**src/rtl/input_debounce_sync.sv**
```systemverilog
// Two-flop synchroniser plus counter-based debounce FSM for one raw asynchronous input.
// Define DEBOUNCE_EDGE_OUT_EN to generate the registered rise/fall pulses; otherwise they are tied low.
module input_debounce_sync #(
  parameter int STABLE_CYCLES = 1000,
  parameter int CNT_W         = 16
) (
  input  logic clk,
  input  logic reset,
  input  logic din,
  output logic dout,
  output logic rise,
  output logic fall,
  output logic busy
);

  typedef enum logic [1:0] {
    IDLE_LOW  = 2'd0,
    WAIT_HIGH = 2'd1,
    IDLE_HIGH = 2'd2,
    WAIT_LOW  = 2'd3
  } state_t;

  localparam logic [CNT_W-1:0] CntTarget = CNT_W'(STABLE_CYCLES);
  localparam logic [CNT_W-1:0] CntOne    = CNT_W'(1);

  logic       sync1_q;
  logic       s_q;
  state_t     state_q, state_d;
  logic [CNT_W-1:0] cnt_q, cnt_d;
  logic       dout_q, dout_d;
  logic       busy_q, busy_d;
  logic       rise_d, fall_d;

  // Only s_q is ever seen by the FSM; sync1_q may go metastable.
  always_ff @(posedge clk) begin
    if (!reset) begin
      sync1_q <= 1'b0;
      s_q     <= 1'b0;
    end else begin
      sync1_q <= din;
      s_q     <= sync1_q;
    end
  end

  always_comb begin
    state_d = state_q;
    cnt_d   = cnt_q;
    dout_d  = dout_q;
    rise_d  = 1'b0;
    fall_d  = 1'b0;
    unique case (state_q)
      IDLE_LOW: begin
        if (s_q) begin
          state_d = WAIT_HIGH;
          cnt_d   = CntOne;
        end
      end
      WAIT_HIGH: begin
        if (!s_q) begin
          state_d = IDLE_LOW;
          cnt_d   = '0;
        end else if (cnt_q == CntTarget) begin
          state_d = IDLE_HIGH;
          cnt_d   = '0;
          dout_d  = 1'b1;
          rise_d  = 1'b1;
        end else begin
          cnt_d = cnt_q + CntOne;
        end
      end
      IDLE_HIGH: begin
        if (!s_q) begin
          state_d = WAIT_LOW;
          cnt_d   = CntOne;
        end
      end
      WAIT_LOW: begin
        if (s_q) begin
          state_d = IDLE_HIGH;
          cnt_d   = '0;
        end else if (cnt_q == CntTarget) begin
          state_d = IDLE_LOW;
          cnt_d   = '0;
          dout_d  = 1'b0;
          fall_d  = 1'b1;
        end else begin
          cnt_d = cnt_q + CntOne;
        end
      end
      default: begin
        state_d = IDLE_LOW;
        cnt_d   = '0;
      end
    endcase
    busy_d = (state_d == WAIT_HIGH) || (state_d == WAIT_LOW);
  end

  always_ff @(posedge clk) begin
    if (!reset) begin
      state_q <= IDLE_LOW;
      cnt_q   <= '0;
      dout_q  <= 1'b0;
      busy_q  <= 1'b0;
    end else begin
      state_q <= state_d;
      cnt_q   <= cnt_d;
      dout_q  <= dout_d;
      busy_q  <= busy_d;
    end
  end

  assign dout = dout_q;
  assign busy = busy_q;

`ifdef DEBOUNCE_EDGE_OUT_EN
  logic rise_q, fall_q;

  always_ff @(posedge clk) begin
    if (!reset) begin
      rise_q <= 1'b0;
      fall_q <= 1'b0;
    end else begin
      rise_q <= rise_d;
      fall_q <= fall_d;
    end
  end

  assign rise = rise_q;
  assign fall = fall_q;
`else
  logic unusedEdges;
  assign unusedEdges = rise_d ^ fall_d;
  assign rise = 1'b0;
  assign fall = 1'b0;
`endif

endmodule
```
**config.mk**
```make
export PLATFORM = sky130hd
export DESIGN_NAME = input_debounce_sync
export DESIGN_NICKNAME = d
export VERILOG_FILES = /design/src/rtl/input_debounce_sync.sv
export SDC_FILE = /design/constraint.sdc
export NUM_CORES = 1
export LEC_CHECK = 0
export ABC_AREA = 1
export BUFFER_PORTS_ARGS = -buffer_cell sky130_fd_sc_hd__buf_2
export CAP_MARGIN = 20
export CORE_MARGIN = 4
export CORE_UTILIZATION = 43
export DETAILED_ROUTE_END_ITERATION = 16
export GPL_ROUTABILITY_DRIVEN = 0
export PLACE_DENSITY_LB_ADDON = 0.1
export SETUP_SLACK_MARGIN = 0.15
export SKIP_CTS_REPAIR_TIMING = 1
export SLEW_MARGIN = 0
export SYNTH_ARGS = -nofsm -noshare
export SYNTH_HDL_FRONTEND = slang
export SYNTH_SLANG_ARGS = --single-unit
```
**constraint.sdc**
```tcl
create_clock -name clk -period 1.5 [get_ports clk]
set_clock_uncertainty 0.2 [all_clocks]
set_input_delay 0.15 -clock clk [delete_from_list [all_inputs] [get_ports clk]]
set_output_delay 0.15 -clock clk [all_outputs]
set_load 0.03 [all_outputs]
```
-- Yosys cells after proc, flatten, opt, wreduce, memory -nomap -nowiden
Index checks and enable logic that the tools add are counted.
- register bits: 22
- bits of input ports: 3
- logic and storage cells: 42
- output and inout port bits: 4
- $add $sub $neg: 1
- mux-type cells: 18
- reductions and logical operators: 5
- equality and inequality tests: 12
- operator list (operator ; count):
    $mux 16 ; 5
    $pmux 16 s4 ; 1
    $add 16x1->16 const B ; 1
    $eq 16x10->1 const B ; 1
    $mux 2 ; 6
    $ne 2x2->1 const B ; 6
    $pmux 2 s4 ; 1
    $eq 2x2->1 const B ; 3
    $reduce_and 5->1 ; 1
    $eq 2x1->1 const B ; 2
    $mux 1 ; 4
    $logic_not 2->1 ; 1
    $pmux 1 s2 ; 1
    $reduce_and 2->1 ; 1
    $reduce_bool 2->1 ; 1
    $logic_or 1x1->1 ; 1

-- Depth between registers and ports, before layout
- depth after elaboration: 6
- depth in mapped cells: 9
- depth with buffers taken out: 9

-- Worst setup path before layout
Ideal clock, no wire load.
- path type: register -> register
- start: register state_q[0]
- end: register cnt_q[7]
- path buffers: 0
- clock period less this slack: 1486 ps
- path slack: 14 ps
- arrival: 1171 ps
- data required time: 1184 ps
- cell stages (with the launch flop): 7
- setup time: 116 ps
- cells stage by stage: dfxtp_1 > inv_2 > nand3_4 > inv_2 > nor2_4 > xor2_1 > nor2_1
- word-level cells in the longest chain between the ends: 3
- ends and longest elaborated chain (element ; RTL line ; text):
    from (decl) ; 28 ; state_t state_q, state_d;
    from (signal assigned) ; 105 ; state_q <= state_d;
    $eq 2x2->1 / $logic_not 2->1 (equally long branches) ; 51 ; unique case (state_q)
    $ne 2x2->1 (no line) ; -- ;
    $reduce_and 2->1 (no line) ; -- ;
    to (signal assigned) ; 106 ; cnt_q <= cnt_d;
    to (decl) ; 29 ; logic [CNT_W-1:0] cnt_q, cnt_d;
Parallel ways exist; a longest one is shown, timed or not.
A chain may end at the register's enable or synchronous reset.

-- Worst setup path after layout
- start: register cnt_q[1]
- end: register cnt_q[5]
- word-level cells in the longest chain between the ends: 4
- ends and longest elaborated chain (element ; RTL line):
    $add 16x1->16 / $eq 16x10->1 (equally long branches) ; --
    $mux 16 * ; 62, 81
    $mux 16 (on tied branches) ; 78, 59
    $pmux 16 s4 * ; 51
Every way passes the cells marked *; elsewhere a longest branch is shown, timed or not.

==> results by group <==
Floorplanning
  • I/O pins: 7
  • Die X: 62.0 µm
  • Die H: 62.0 µm
  • Core Region: 2780 µm²
  • Die area: 3840 µm²
  • Initial Utilization: 45.0%
  • # rows: 19

Synth
  • Cell variety after synth: 22
  • Synth Flop Type: dfxtp_1
  • Synthesized netlist cell count: 192
  • EDFF count, synth: 0
  • Post-synthesis cell area: 1250 µm²
  • Warnings, synthesis: 0
  • Register area share after synthesis: 33.6%
  • Syn Area/Cell: 6.52 µm²
  • #FFs+latches synth: 21
  • Ys async rst share: 0%

Critical path
  • Setup crit start kind: flip-flop
  • CP required: 1520 ps
  • Reg2reg setup slack: -2 ps
  • R2r worst-path depth: 9
  • WP data arrival: 1520 ps
  • RR Startpoint: cnt_q[1]$_SDFFE_PN0P_
  • Setup CP Type: flip-flop to flip-flop
  • Crit-path max FO: 7
  • Critical path capture point type: flip-flop
  • Reg2reg end: cnt_q[5]$_SDFFE_PN0P_

Min path
  • Hold Crit Depth: 3
  • Hold path start: reset
  • WHS Endpoint: state_q[1]$_SDFF_PN0_
  • HP Class: primary input to flip-flop

Cells and area
  • Post-Layout Cell Count: 246
  • Layout net count: 221
  • Most used cells in the layout excluding fill and tap cells: 46 x nand2_1, 25 x nor2_1, 21 x inv_1
  • P&R area growth vs syn: 28.7%
  • Register area: 443 µm²
  • Footprint of the multi-input gates: 835 µm²
  • Share of cells above drive strength 1: 37.2%
  • Commonest non-fill, non-tap cell in the layout: nand2_1
  • N_diodes: 0
  • Fillers: 272

Pwr
  • Flop pwr share: 60.2%
  • Peak supply drop: 0.709 mV
  • Sw Ratio: 26.3%
  • Sw Pwr: 0.000247 W
  • Leakage: 0.710 nW
  • Pwr Density: 581 nW/µm²
  • Clock power share: 30.9%
  • Logic pwr share: 8.9%
  • Int Pwr: 0.000690 W

Clocking
  • Htree depth: 1
  • Total CTS buffers: 3
  • Worst-Skew Late Latency: 320 ps
  • Root Driver: clkbuf_4
  • CTS tree: yes
  • Clk sink count: 21
  • Clk slew on worst S/H paths: 120 ps
  • Max Buffers Root-to-Sink: 2

Timing
  • Final Hold Vio Count: 6
  • Final Setup Violations: 1
  • Max Clk Rate: 666 MHz
  • Final slew viol count: 0
  • RSZ-0062 raised after global routing: true
  • Worst hold slack: -32.3 ps
  • Post-route setup slack: -1.64 ps
  • Clock period minus worst slack: 1500 ps
  • Final period util: 100%

Route
  • Post-DR vias/cell: 5.01
  • Wire per inst: 12.0 µm
  • Drt initial violations: 33
  • Final antenna-violating net count: 0
  • Vias: 1232
  • DRC: 0
  • Final WL: 2.96 mm
  • Total iterations of the first detailed-routing run: 4

Global route
  • Total track usage: 16.8%
  • Number of global-route vias before repair: 1044
  • Pin count of the biggest net entering global routing: 15
  • Initial antenna violation count: 0
  • Remaining global-route overflow: 0
  • First-pass GRT wire length: 4.63 mm

Outcome
  • Status: finished with violations
  • Failing checks: hold timing, setup timing

Place
  • Pre-CTS setup slack: -47.3 ps
  • Post-DP HPWL: 2.11 mm
  • Dpl cells: 236
  • # port buffers: 4

Run
  • Max Cap Viol: 0
## cells in the mapped netlist, types with 2 or more instances
library cell,count,area share [%]
ha_1,2,2.0
nor3_1,2,0.80
xor2_1,5,3.5
nand2_2,7,3.5
nor2_1,35,10
buf_4,2,1.2
inv_2,3,0.90
nand2_1,48,14
nand3_1,16,6.4
nand2_4,2,1.8
dfxtp_1,21,34
nand4_1,6,3.0
o21ai_0,4,1.6
inv_1,25,7.5
nor2_2,6,3.0
nor2_4,2,1.8
## worst max-delay path, stage by stage (launching register included)
cell,delay (ps)
dfxtp_4,390
inv_4,60
ha_4,130
nand3_2,60
nor2_2,100
nand2_1,90
nand2_2,90
nand2_4,110
nand2_8,130
nor2_2,50
## per-stage QoR
| stage | util (%) | TNS [ps] | total power, W | hold WS [ps] | instance area, µm² |
|---|---|---|---|---|---|
| floorplan | - | 0 | 0.000636 | 47.6 | 1290 |
| global placement | 50.6 | -0.881 | 0.000646 | 134 | 1410 |
| detailed placement | 50.6 | -47.3 | 0.000647 | 138 | 1410 |
| CTS | 51.6 | -84.2 | 0.000938 | -209 | 1430 |
| global route | 57.9 | -535 | 0.000988 | -35.5 | 1610 |
| finish | 57.9 | -1.64 | 0.000937 | -32.3 | 1610 |
## worst max path at each step
stage                          startpoint                     end  slack (ps)  cells past startpoint
floorplan           cnt_q[0]$_SDFFE_PN0P_  cnt_q[10]$_SDFFE_PN0P_         130                      9
detailed placement  cnt_q[1]$_SDFFE_PN0P_  cnt_q[14]$_SDFFE_PN0P_         -50                      8
global placement    cnt_q[1]$_SDFFE_PN0P_  cnt_q[14]$_SDFFE_PN0P_        -0.9                      8
CTS                 cnt_q[1]$_SDFFE_PN0P_  cnt_q[14]$_SDFFE_PN0P_         -50                      8
global route        cnt_q[2]$_SDFFE_PN0P_   cnt_q[3]$_SDFFE_PN0P_         -70                      8
finish              cnt_q[1]$_SDFFE_PN0P_   cnt_q[5]$_SDFFE_PN0P_          -2                      9
## cells by family after synthesis
kind of cell,Yosys count,synth area share (%)
adder cells (fa/ha/maj),2,2.00
buffers and inverters,31,10.7
other,1,0.299
AO/OA/AOI/OAI,6,2.40
flip-flops,21,33.6
XOR/XNOR,5,3.50
AND/OR/NAND/NOR,126,47.6
## layout make-up
| class | instances | share of cell area (%) |
|---|---|---|
| Timing Repair Buffer | 21 | 9.86 |
| Sequential cell | 21 | 27.5 |
| Tap cell | 31 | 2.41 |
| Clock buffer | 4 | 1.63 |
| Inverter | 28 | 6.83 |
| Multi-Input combinational cell | 141 | 51.8 |
## per-layer routing
metal  global-route usage [%]  share of wire (%)  vias up
met5                        0                  0        -
met4                     5.45                1.2        0
met3                     4.96                3.6        5
met2                     26.2                 49       21
met1                     22.1                 46      565
li1                         -                  -      641
## registers in the layout (all words and copies together), names as in the netlist
| name | flops |
|---|---|
| cnt_q | 16 |
| state_q | 2 |
| s_q | 1 |
| sync1_q | 1 |
| dout | 1 |
## power groups by stage
stage | Sequential, W | Clock (W) | Combinational [W]
5_1_grt | 0.000565 | 0.000332 | 0.0000911
4_1_cts | 0.000567 | 0.000303 | 0.0000679
3_5_place_dp | 0.000580 | 0 | 0.0000672
3_3_place_gp | 0.000580 | 0 | 0.0000663
2_1_floorplan | 0.000580 | 0 | 0.0000558
6_report | 0.000564 | 0.000290 | 0.0000837
Note: power is estimated with default switching activity, not from simulation.
